[config.mk]
export PLATFORM = sky130hd
export DESIGN_NAME = reaction_timer_ctrl_flat
export DESIGN_NICKNAME = d
export VERILOG_FILES = /design/src/rtl/reaction_pkg.sv /design/src/rtl/reaction_timer_ctrl_if.sv /design/src/rtl/reaction_ms_tick.sv /design/src/rtl/reaction_timer_ctrl.sv /design/src/flat_wrapper.sv
export SDC_FILE = /design/constraint.sdc
export NUM_CORES = 1
export LEC_CHECK = 0
export ABC_CLOCK_PERIOD_IN_PS = 6850
export CORE_UTILIZATION = 35
export DETAILED_ROUTE_END_ITERATION = 8
export PLACE_DENSITY = 0.53
export SLEW_MARGIN = 25
export SYNTH_ARGS = -nofsm -noshare
export SYNTH_HDL_FRONTEND = slang
export SYNTH_HIERARCHICAL = 1
export SYNTH_SLANG_ARGS = --single-unit
[constraint.sdc]
create_clock -name clk -period 6.85 [get_ports clk]
set_input_delay 1.37 -clock clk [delete_from_list [all_inputs] [get_ports clk]]
set_output_delay 1.37 -clock clk [all_outputs]
set_load 0.005 [all_outputs]
[src/rtl/reaction_pkg.sv]
// Shared types and constants for the reaction-timer controller:
// game states, display request modes and display value width.
package reaction_pkg;

    localparam int DISP_W        = 14;
    localparam int DEF_FAULT_VAL = 9999;
    localparam int DEF_MAX_MS    = 1000;

    typedef enum logic [1:0] {
        IDLE   = 2'd0,
        WAIT   = 2'd1,
        TIMING = 2'd2,
        DONE   = 2'd3
    } state_e;

    typedef enum logic [1:0] {
        DISP_BLANK = 2'd0,
        DISP_HI    = 2'd1,
        DISP_NUM   = 2'd2
    } disp_mode_e;

    // The millisecond time base only runs while a round is in progress.
    function automatic logic is_busy(input state_e s);
        return (s == WAIT) || (s == TIMING);
    endfunction

endpackage

[src/rtl/reaction_timer_ctrl_if.sv]
// Button pulses in, LED / display request out, between the debouncers,
// the controller and the seven-segment driver.
interface reaction_timer_ctrl_if;
    import reaction_pkg::*;

    logic              start;
    logic              stop;
    logic              clear;
    logic              led;
    disp_mode_e        disp_mode;
    logic [DISP_W-1:0] disp_value;
    logic              false_start;
    logic              busy;

    modport master (
        output start, stop, clear,
        input  led, disp_mode, disp_value, false_start, busy
    );

    modport slave (
        input  start, stop, clear,
        output led, disp_mode, disp_value, false_start, busy
    );
endinterface

[src/rtl/reaction_ms_tick.sv]
// Millisecond prescaler: one-cycle tick on the last of every MS_TICKS
// enabled cycles; clr restarts the period from zero.
module reaction_ms_tick #(
    parameter int MS_TICKS = 100000
) (
    input  logic clk,
    input  logic rst_n,
    input  logic clr,
    input  logic en,
    output logic tick
);
    localparam int            CW   = (MS_TICKS > 1) ? $clog2(MS_TICKS) : 1;
    localparam logic [CW-1:0] LAST = CW'(MS_TICKS - 1);

    logic [CW-1:0] cnt_q, cnt_d;

    always_comb begin
        cnt_d = cnt_q;
        if (clr) begin
            cnt_d = '0;
        end else if (en) begin
            cnt_d = (cnt_q == LAST) ? '0 : cnt_q + CW'(1);
        end
    end

    // Kept free of clr so the controller can derive clr from its next state.
    assign tick = en && (cnt_q == LAST);

    always_ff @(posedge clk or negedge rst_n) begin
        if (!rst_n) begin
            cnt_q <= '0;
        end else begin
            cnt_q <= cnt_d;
        end
    end

endmodule

[src/rtl/reaction_timer_ctrl.sv]
// Reaction-timer game sequencer: state machine, pre-LED delay and
// reaction-time count, with registered LED and display-request outputs.
module reaction_timer_ctrl
    import reaction_pkg::*;
#(
    parameter int MS_TICKS  = 100000,
    parameter int DELAY_MS  = 5000,
    parameter int MAX_MS    = DEF_MAX_MS,
    parameter int FAULT_VAL = DEF_FAULT_VAL
) (
    input  logic                 clk,
    input  logic                 rst_n,
    reaction_timer_ctrl_if.slave bus
);
    localparam int                DW        = $clog2(DELAY_MS + 1);
    localparam logic [DW-1:0]     DELAY_END = DW'(DELAY_MS);
    localparam logic [DISP_W-1:0] MAX_VAL   = DISP_W'(MAX_MS);
    localparam logic [DISP_W-1:0] FAULT     = DISP_W'(FAULT_VAL);

    state_e            state_q, state_d;
    logic [DW-1:0]     delay_q, delay_d, delay_inc;
    logic [DISP_W-1:0] count_q, count_d, count_inc;
    logic [DISP_W-1:0] disp_value_q, disp_value_d;
    disp_mode_e        disp_mode_q, disp_mode_d;
    logic              led_q, led_d;
    logic              false_start_q, false_start_d;
    logic              busy_q, busy_d;
    logic              ms_tick, tick_clr, tick_en;

    reaction_ms_tick #(
        .MS_TICKS (MS_TICKS)
    ) u_ms_tick (
        .clk   (clk),
        .rst_n (rst_n),
        .clr   (tick_clr),
        .en    (tick_en),
        .tick  (ms_tick)
    );

    assign delay_inc = delay_q + DW'(1);
    assign count_inc = count_q + DISP_W'(1);
    assign tick_en   = is_busy(state_q);
    // Every state change restarts the millisecond period.
    assign tick_clr  = (state_d != state_q);

    always_comb begin
        state_d       = state_q;
        delay_d       = delay_q;
        count_d       = count_q;
        disp_value_d  = disp_value_q;
        false_start_d = false_start_q;

        if (bus.clear) begin
            state_d       = IDLE;
            delay_d       = '0;
            count_d       = '0;
            disp_value_d  = '0;
            false_start_d = 1'b0;
        end else begin
            case (state_q)
                IDLE: begin
                    // stop outranks start even though stop does nothing here
                    if (bus.start && !bus.stop) begin
                        state_d = WAIT;
                        delay_d = '0;
                        count_d = '0;
                    end
                end
                WAIT: begin
                    if (bus.stop) begin
                        state_d       = DONE;
                        disp_value_d  = FAULT;
                        false_start_d = 1'b1;
                    end else if (ms_tick) begin
                        delay_d = delay_inc;
                        if (delay_inc == DELAY_END) begin
                            state_d      = TIMING;
                            count_d      = '0;
                            disp_value_d = '0;
                        end
                    end
                end
                TIMING: begin
                    // A tick landing with stop is dropped: the shown time is as of stop.
                    if (bus.stop) begin
                        state_d      = DONE;
                        disp_value_d = count_q;
                    end else if (ms_tick) begin
                        count_d      = count_inc;
                        disp_value_d = count_inc;
                        if (count_inc == MAX_VAL) begin
                            state_d = DONE;
                        end
                    end
                end
                DONE: begin
                end
                default: begin
                    state_d = IDLE;
                end
            endcase
        end

        led_d  = (state_d == TIMING);
        busy_d = is_busy(state_d);
        case (state_d)
            IDLE:    disp_mode_d = DISP_HI;
            WAIT:    disp_mode_d = DISP_BLANK;
            default: disp_mode_d = DISP_NUM;
        endcase
    end

    always_ff @(posedge clk or negedge rst_n) begin
        if (!rst_n) begin
            state_q       <= IDLE;
            delay_q       <= '0;
            count_q       <= '0;
            disp_value_q  <= '0;
            disp_mode_q   <= DISP_HI;
            led_q         <= 1'b0;
            false_start_q <= 1'b0;
            busy_q        <= 1'b0;
        end else begin
            state_q       <= state_d;
            delay_q       <= delay_d;
            count_q       <= count_d;
            disp_value_q  <= disp_value_d;
            disp_mode_q   <= disp_mode_d;
            led_q         <= led_d;
            false_start_q <= false_start_d;
            busy_q        <= busy_d;
        end
    end

    assign bus.led         = led_q;
    assign bus.disp_mode   = disp_mode_q;
    assign bus.disp_value  = disp_value_q;
    assign bus.false_start = false_start_q;
    assign bus.busy        = busy_q;

endmodule

[src/flat_wrapper.sv]
// flat-port wrapper written by rule: the top's interface ports become plain ports
module reaction_timer_ctrl_flat import reaction_pkg::*;
#(
    parameter int MS_TICKS  = 100000,
    parameter int DELAY_MS  = 5000,
    parameter int MAX_MS    = DEF_MAX_MS,
    parameter int FAULT_VAL = DEF_FAULT_VAL
)
  (clk, rst_n, bus_start, bus_stop, bus_clear, bus_led, bus_disp_mode, bus_disp_value, bus_false_start, bus_busy);
  reaction_timer_ctrl_if bus_i ();
  input  logic clk;
  input  logic rst_n;
  input wire logic [$bits(bus_i.start)-1:0] bus_start;
  input wire logic [$bits(bus_i.stop)-1:0] bus_stop;
  input wire logic [$bits(bus_i.clear)-1:0] bus_clear;
  output wire logic [$bits(bus_i.led)-1:0] bus_led;
  output wire logic [$bits(bus_i.disp_mode)-1:0] bus_disp_mode;
  output wire logic [$bits(bus_i.disp_value)-1:0] bus_disp_value;
  output wire logic [$bits(bus_i.false_start)-1:0] bus_false_start;
  output wire logic [$bits(bus_i.busy)-1:0] bus_busy;
  assign bus_i.start = bus_start;
  assign bus_i.stop = bus_stop;
  assign bus_i.clear = bus_clear;
  assign bus_led = bus_i.led;
  assign bus_disp_mode = bus_i.disp_mode;
  assign bus_disp_value = bus_i.disp_value;
  assign bus_false_start = bus_i.false_start;
  assign bus_busy = bus_i.busy;
  reaction_timer_ctrl #(.MS_TICKS(MS_TICKS), .DELAY_MS(DELAY_MS), .MAX_MS(MAX_MS), .FAULT_VAL(FAULT_VAL)) u_core (.clk(clk), .rst_n(rst_n), .bus(bus_i));
endmodule
### Word-level counts from Yosys, hierarchy flattened

Index checks and enable logic that the tools add are counted.

| word-level totals | value |
|---|---|
| register bits after elaboration | 65 |
| word-level logic and storage cells | 79 |
| input bits | 5 |
| output and inout bits | 19 |

| operators by class | value |
|---|---|
| add/subtract/negate cells | 3 |
| mux-type cells | 33 |
| equality and inequality tests | 17 |
| reductions and logical operators | 17 |

Operator list:

| kind | count |
|---|---|
| $mux W14 | 10 |
| $mux W13 | 4 |
| $mux W17 | 3 |
| $pmux W14 S3 | 1 |
| $pmux W14 S2 | 1 |
| $pmux W13 S2 | 1 |
| $add A17 B1 Y17 const B | 1 |
| $eq A17 B17 Y1 const B | 1 |
| $mux W2 | 8 |
| $add A14 B1 Y14 const B | 1 |
| $eq A14 B10 Y1 const B | 1 |
| $add A13 B1 Y13 const B | 1 |
| $eq A13 B13 Y1 const B | 1 |
| $ne A3 B2 Y1 const B | 3 |
| $ne A3 B3 Y1 const B | 3 |
| $ne A4 B3 Y1 const B | 2 |
| $reduce_and A4 Y1 | 2 |
| $reduce_and A7 Y1 | 1 |
| $pmux W2 S3 | 1 |
| $reduce_bool A2 Y1 | 3 |
| $reduce_bool A3 Y1 | 2 |
| $eq A2 B1 Y1 const B | 2 |
| $eq A2 B2 Y1 const B | 2 |
| $logic_not A2 Y1 | 2 |
| 9 further kinds | 13 |

### Depth between registers and ports, before layout

| logic depth | value |
|---|---|
| word-level depth | 9 |
| depth in mapped cells | 15 |
| depth with buffers taken out | 14 |

### Hierarchy

Netlist, hierarchy kept.

Modules (own cells, without submodules):

| module | instances | area an instance (µm²) | seq. area each (µm²) | cells each |
|---|---|---|---|---|
| reaction_timer_ctrl | 1 | 3475.8 | 1202.4 | 436 |
| reaction_ms_tick | 1 | 1042.2 | 425.4 | 109 |

### Least setup slack after synthesis

OpenSTA, ideal clock, no wires.

| timing | value |
|---|---|
| path kind | input to register |
| start point | input bus_clear |
| end point | register u_core.u_ms_tick.cnt_q[15] |
| data required time | 6777 ps |
| buffers on the path | 1 |
| stages | 11 |
| arrival time | 3550 ps |
| setup time | 73 ps |
| setup slack | 3226 ps |
| path through | clkbuf_1 nor2_1 nand3_1 nor3_1 nand4_1 a2111oi_2 a211o_1 o211ai_1 nor3_2 or3b_1 a21oi_2 |

| on the way | value |
|---|---|
| cells in the longest elaborated chain, start to end | 3 |
| elaborated cells on any way between the ends | 4 |
| those cells by class | 1 x eq/ne; 2 x mux; 1 x reduce/logical |

RTL lines:

| item | line | source |
|---|---|---|
| from (decl) | flat_wrapper.sv:15 | `input wire logic [$bits(bus_i.clear)-1:0] bus_clear;` |
| $mux W2 (*) | reaction_timer_ctrl.sv:53 | `if (bus.clear) begin` |
| $ne A2 B2 Y1 (*) | reaction_timer_ctrl.sv:44 | `assign tick_clr = (state_d != state_q);` |
| via u_core.tick_clr | reaction_timer_ctrl.sv:28 | `logic ms_tick, tick_clr, tick_en;` |
| $mux W17 or $reduce_bool A2 Y1 (tied branches) | n/a |  |
| to (signal assigned) | reaction_ms_tick.sv:33 | `cnt_q <= cnt_d;` |
| to (decl) | reaction_ms_tick.sv:15 | `logic [CW-1:0] cnt_q, cnt_d;` |

The timed path passes the listed nets; every way through them passes the cells marked *.
A chain may end at the register's enable or synchronous reset.

### Final worst setup path

Ends and elaborated chain as after synthesis.

==> reports/metrics.cfg <==
[die]
num_rows=41
start_util_pct=35.80
pin_count=24
die_h_um=115.6
die-width_um=115.6
fp.dieArea_sq_mm=0.01337
coreArea_sq_mm=0.01262

[pwr]
p_sw_mw=0.4897
pwr-share-clk_pct=34.9
p_sw_share_pct=35.73
seq_power_share_pct=33.0
combPwrFrac_pct=32.1
p_per_area_mw_per_mm2=264.9
leakagePower_nw=1.972
intPower_mw=0.8807
irDropWorstVdd_mv=0.1152

[logic_synthesis]
yosysWarnings=6
synth_edf_count=0
synth-simple-area-share_pct=28.05
synth_compound_area_share_pct=21.82
ys_async_sr_fraction_pct=100.0
synthFlopType=dfrtp_1
syn-num-nets=562
synth.area.mux_share_pct=1.357
synth.most_common_cell=dfrtp_1
synth_top_family_by_area=simple AND/OR/NAND/NOR gates
synthAdderAreaFrac_pct=3.323
synthTopCellsByArea=dfrtp_1, nand2_1, o21ai_0
synth_area_sq_mm=0.004518
synthXorXnorAreaFrac_pct=4.459
yosysTopAreaCellShare_pct=35.45
synth_common_cells=dfrtp_1, nand2_1, o21ai_0
avgSynthCellArea_sq_um=8.290
synth_top_area_cell=dfrtp_1
synth-seq-area-share_pct=36.03
syn_inst=545
synth_cell_types=71
synth_seq_cells=65

[layout]
register_area_sq_mm=0.001628
final_nets=567
diodes=0
drive_gt1_share_pct=8.108
n_fill_cell=1277
syn_to_final_growth_pct=14.48
multi_input_area_sq_mm=0.002673

[timing]
final.setup.tns_ps=0
hold_viol_final=0
fin_crit_sh_pct=65.95
max_freq_mhz=221.4
rsz0062_at_grt=false
tightest_slew_ps=964.0
setup-violations-final=0
final_max_slew_viol_count=0
hold_slack_ps=524.5
max-slew-margin-rel_pct=35.74
fin_crit_ps=4518
finClkSkew_ps=6.229

[worst_setup_path]
worstPathMaxFanout=27
path_class=in2reg
startpoint_type=input port
crit_required_ps=7120
cp-startpoint=bus_clear
rrSetupSlack_ps=2380
setup.worst_path.end_class=register
regToRegEndpoint=u_core/u_ms_tick/cnt_q[15]
arrival_ps=4780
rr_startpoint=u_core/u_ms_tick/cnt_q[11]
reg2regPathDepth=13

[clocking]
path_clk_slew_ps=50
clockBufferDepth=2
cts_root_buf=clkbuf_16
cts-buffers-inserted=9
cts_tree=yes
clk_latency_ps=340
clock_sinks=65
htree_levels=3
cts_setup_buffers=0
postCtsHoldBufs=0
cts_resized=0

[placement]
place.gp.congestion=0.8753
portBuffers=23
dp_hpwl_um=8224

[min_path]
min_to=u_core/bus.disp_value[4]
hold_path.class=reg2reg
hold_depth=2
holdCritStartpoint=u_core/bus.disp_value[4]

[run_status]
run_status=complete, no violations

[global_routing]
grt_first_pass_wirelength_um=20790
antenna_found_initial=0
grt_max_degree=66
grtUsageTotal_pct=19.97
first_global_vias=3986
grt_overflow=0

[route]
vias=4283
wl_per_cell_um=16.86
wirelength_um=12260
vias_per_cell=5.891
initialDrtViolationCount=313
dr.pass1.iters=5
final_antenna_net_count=0
drc=0

[job]
cap_violations=0

worst max-delay path by stage:
stage	endpoint	slack [ps]
after floorplan	u_core/u_ms_tick/cnt_q[15]	3230
after global placement	u_core/u_ms_tick/cnt_q[15]	1930
after detailed placement	u_core/u_ms_tick/cnt_q[15]	1820
after CTS	u_core/u_ms_tick/cnt_q[15]	2170
after global routing	u_core/u_ms_tick/cnt_q[15]	2030
final	u_core/u_ms_tick/cnt_q[15]	2330
cell type report:
| type | instances | area share [%] |
|---|---|---|
| timing repair buffer | 31 | 5.418 |
| tap | 172 | 4.161 |
| clock buffer | 14 | 5.298 |
| clock inverter | 2 | 0.6773 |
| inverter | 18 | 1.306 |
| sequential | 65 | 31.47 |
| multi-input combinational | 425 | 51.67 |
worst max-delay path, stage by stage:
cell,delay (ps)
clkdlybuf4s50_1,390
buf_4,230
nor2_1,210
nand3_1,100
nor3_1,200
nand4_1,140
a2111oi_2,520
a211o_1,430
o211ai_1,330
nor3_2,290
or3b_1,400
a21oi_2,160
cell usage in the layout, fill, tap and decap left out, types with 3 or more instances in the layout:
| cell | netlist | layout |
|---|---|---|
| inv_1 | 17 | 17 |
| a211oi_1 | 4 | 4 |
| ha_1 | 12 | 12 |
| a21oi_1 | 27 | 27 |
| nor4_1 | 9 | 8 |
| o31ai_1 | 4 | 4 |
| nand2b_1 | 3 | 3 |
| o41ai_1 | 11 | 11 |
| nand3_1 | 40 | 40 |
| o21ai_0 | 44 | 44 |
| clkbuf_8 | 0 | 3 |
| clkbuf_16 | 0 | 9 |
| and4_1 | 5 | 5 |
| xor2_1 | 9 | 9 |
| and2_1 | 3 | 3 |
| xnor2_1 | 14 | 14 |
| or4_1 | 7 | 7 |
| clkdlybuf4s50_1 | 0 | 21 |
| nand4_1 | 25 | 25 |
| nor3_1 | 14 | 14 |
| o211ai_1 | 18 | 18 |
| dfrtp_1 | 64 | 64 |
| mux2i_1 | 5 | 5 |
| nor2_1 | 39 | 39 |
| a21o_1 | 3 | 3 |
| nand4b_1 | 3 | 3 |
| and3_1 | 4 | 4 |
| o21ai_1 | 4 | 4 |
| a31oi_1 | 7 | 7 |
| or3_1 | 3 | 3 |
| nand2_1 | 61 | 61 |
| buf_4 | 2 | 8 |
kinds of logic (layout without fill, tap and decap cells):
logic type | Yosys count | after routing
flip-flops | 65 | 65
buffers and inverters | 55 | 65
AND/OR/NAND/NOR | 236 | 236
AO/OA/AOI/OAI | 148 | 148
adder cells (fa/ha/maj) | 12 | 12
multiplexers | 6 | 6
XOR/XNOR | 23 | 23
metal layers:
metal / global-route usage, % / up-vias / part of all wire, %
met5: 0 / - / 0
met4: 7.692 / 0 / 1.6
met3: 5.073 / 18 / 5.2
met2: 30.02 / 109 / 45
met1: 27.50 / 2097 / 48
li1: - / 2059 / -
state kept, by name, indices dropped and copies added (netlist names):
register and cells:
u_core/bus.disp_mode 2, u_core/state_q 2, u_core/delay_q 13, u_core/u_ms_tick/cnt_q 17, u_core/count_q 14, u_core/bus.disp_value 14
u_core/bus.false_start 1, u_core/bus.led 1, u_core/bus.busy 1
power by group through the flow:
stage	combinational [mW]	clock, mW	sequential (mW)
final	0.440	0.479	0.452
after global routing	0.493	0.510	0.458
after CTS	0.437	0.493	0.452
after detailed placement	0.436	0	0.458
after global placement	0.433	0	0.459
after floorplan	0.300	0	0.452
through the flow:
stage               power [mW]  std cells  area, sq um  util, %  worst slack, ps
floorplan               0.7519        545         4518        -             3226
global placement        0.8913        711         4868    38.58             1934
detailed placement      0.8943        711         4868    38.58             1825
CTS                      1.382        727         5177    41.03             2166
global route             1.460        727         5172    40.99             2028
finish                   1.370        727         5172    40.99             2332
No activity file was read; power rests on OpenSTA's default activity.
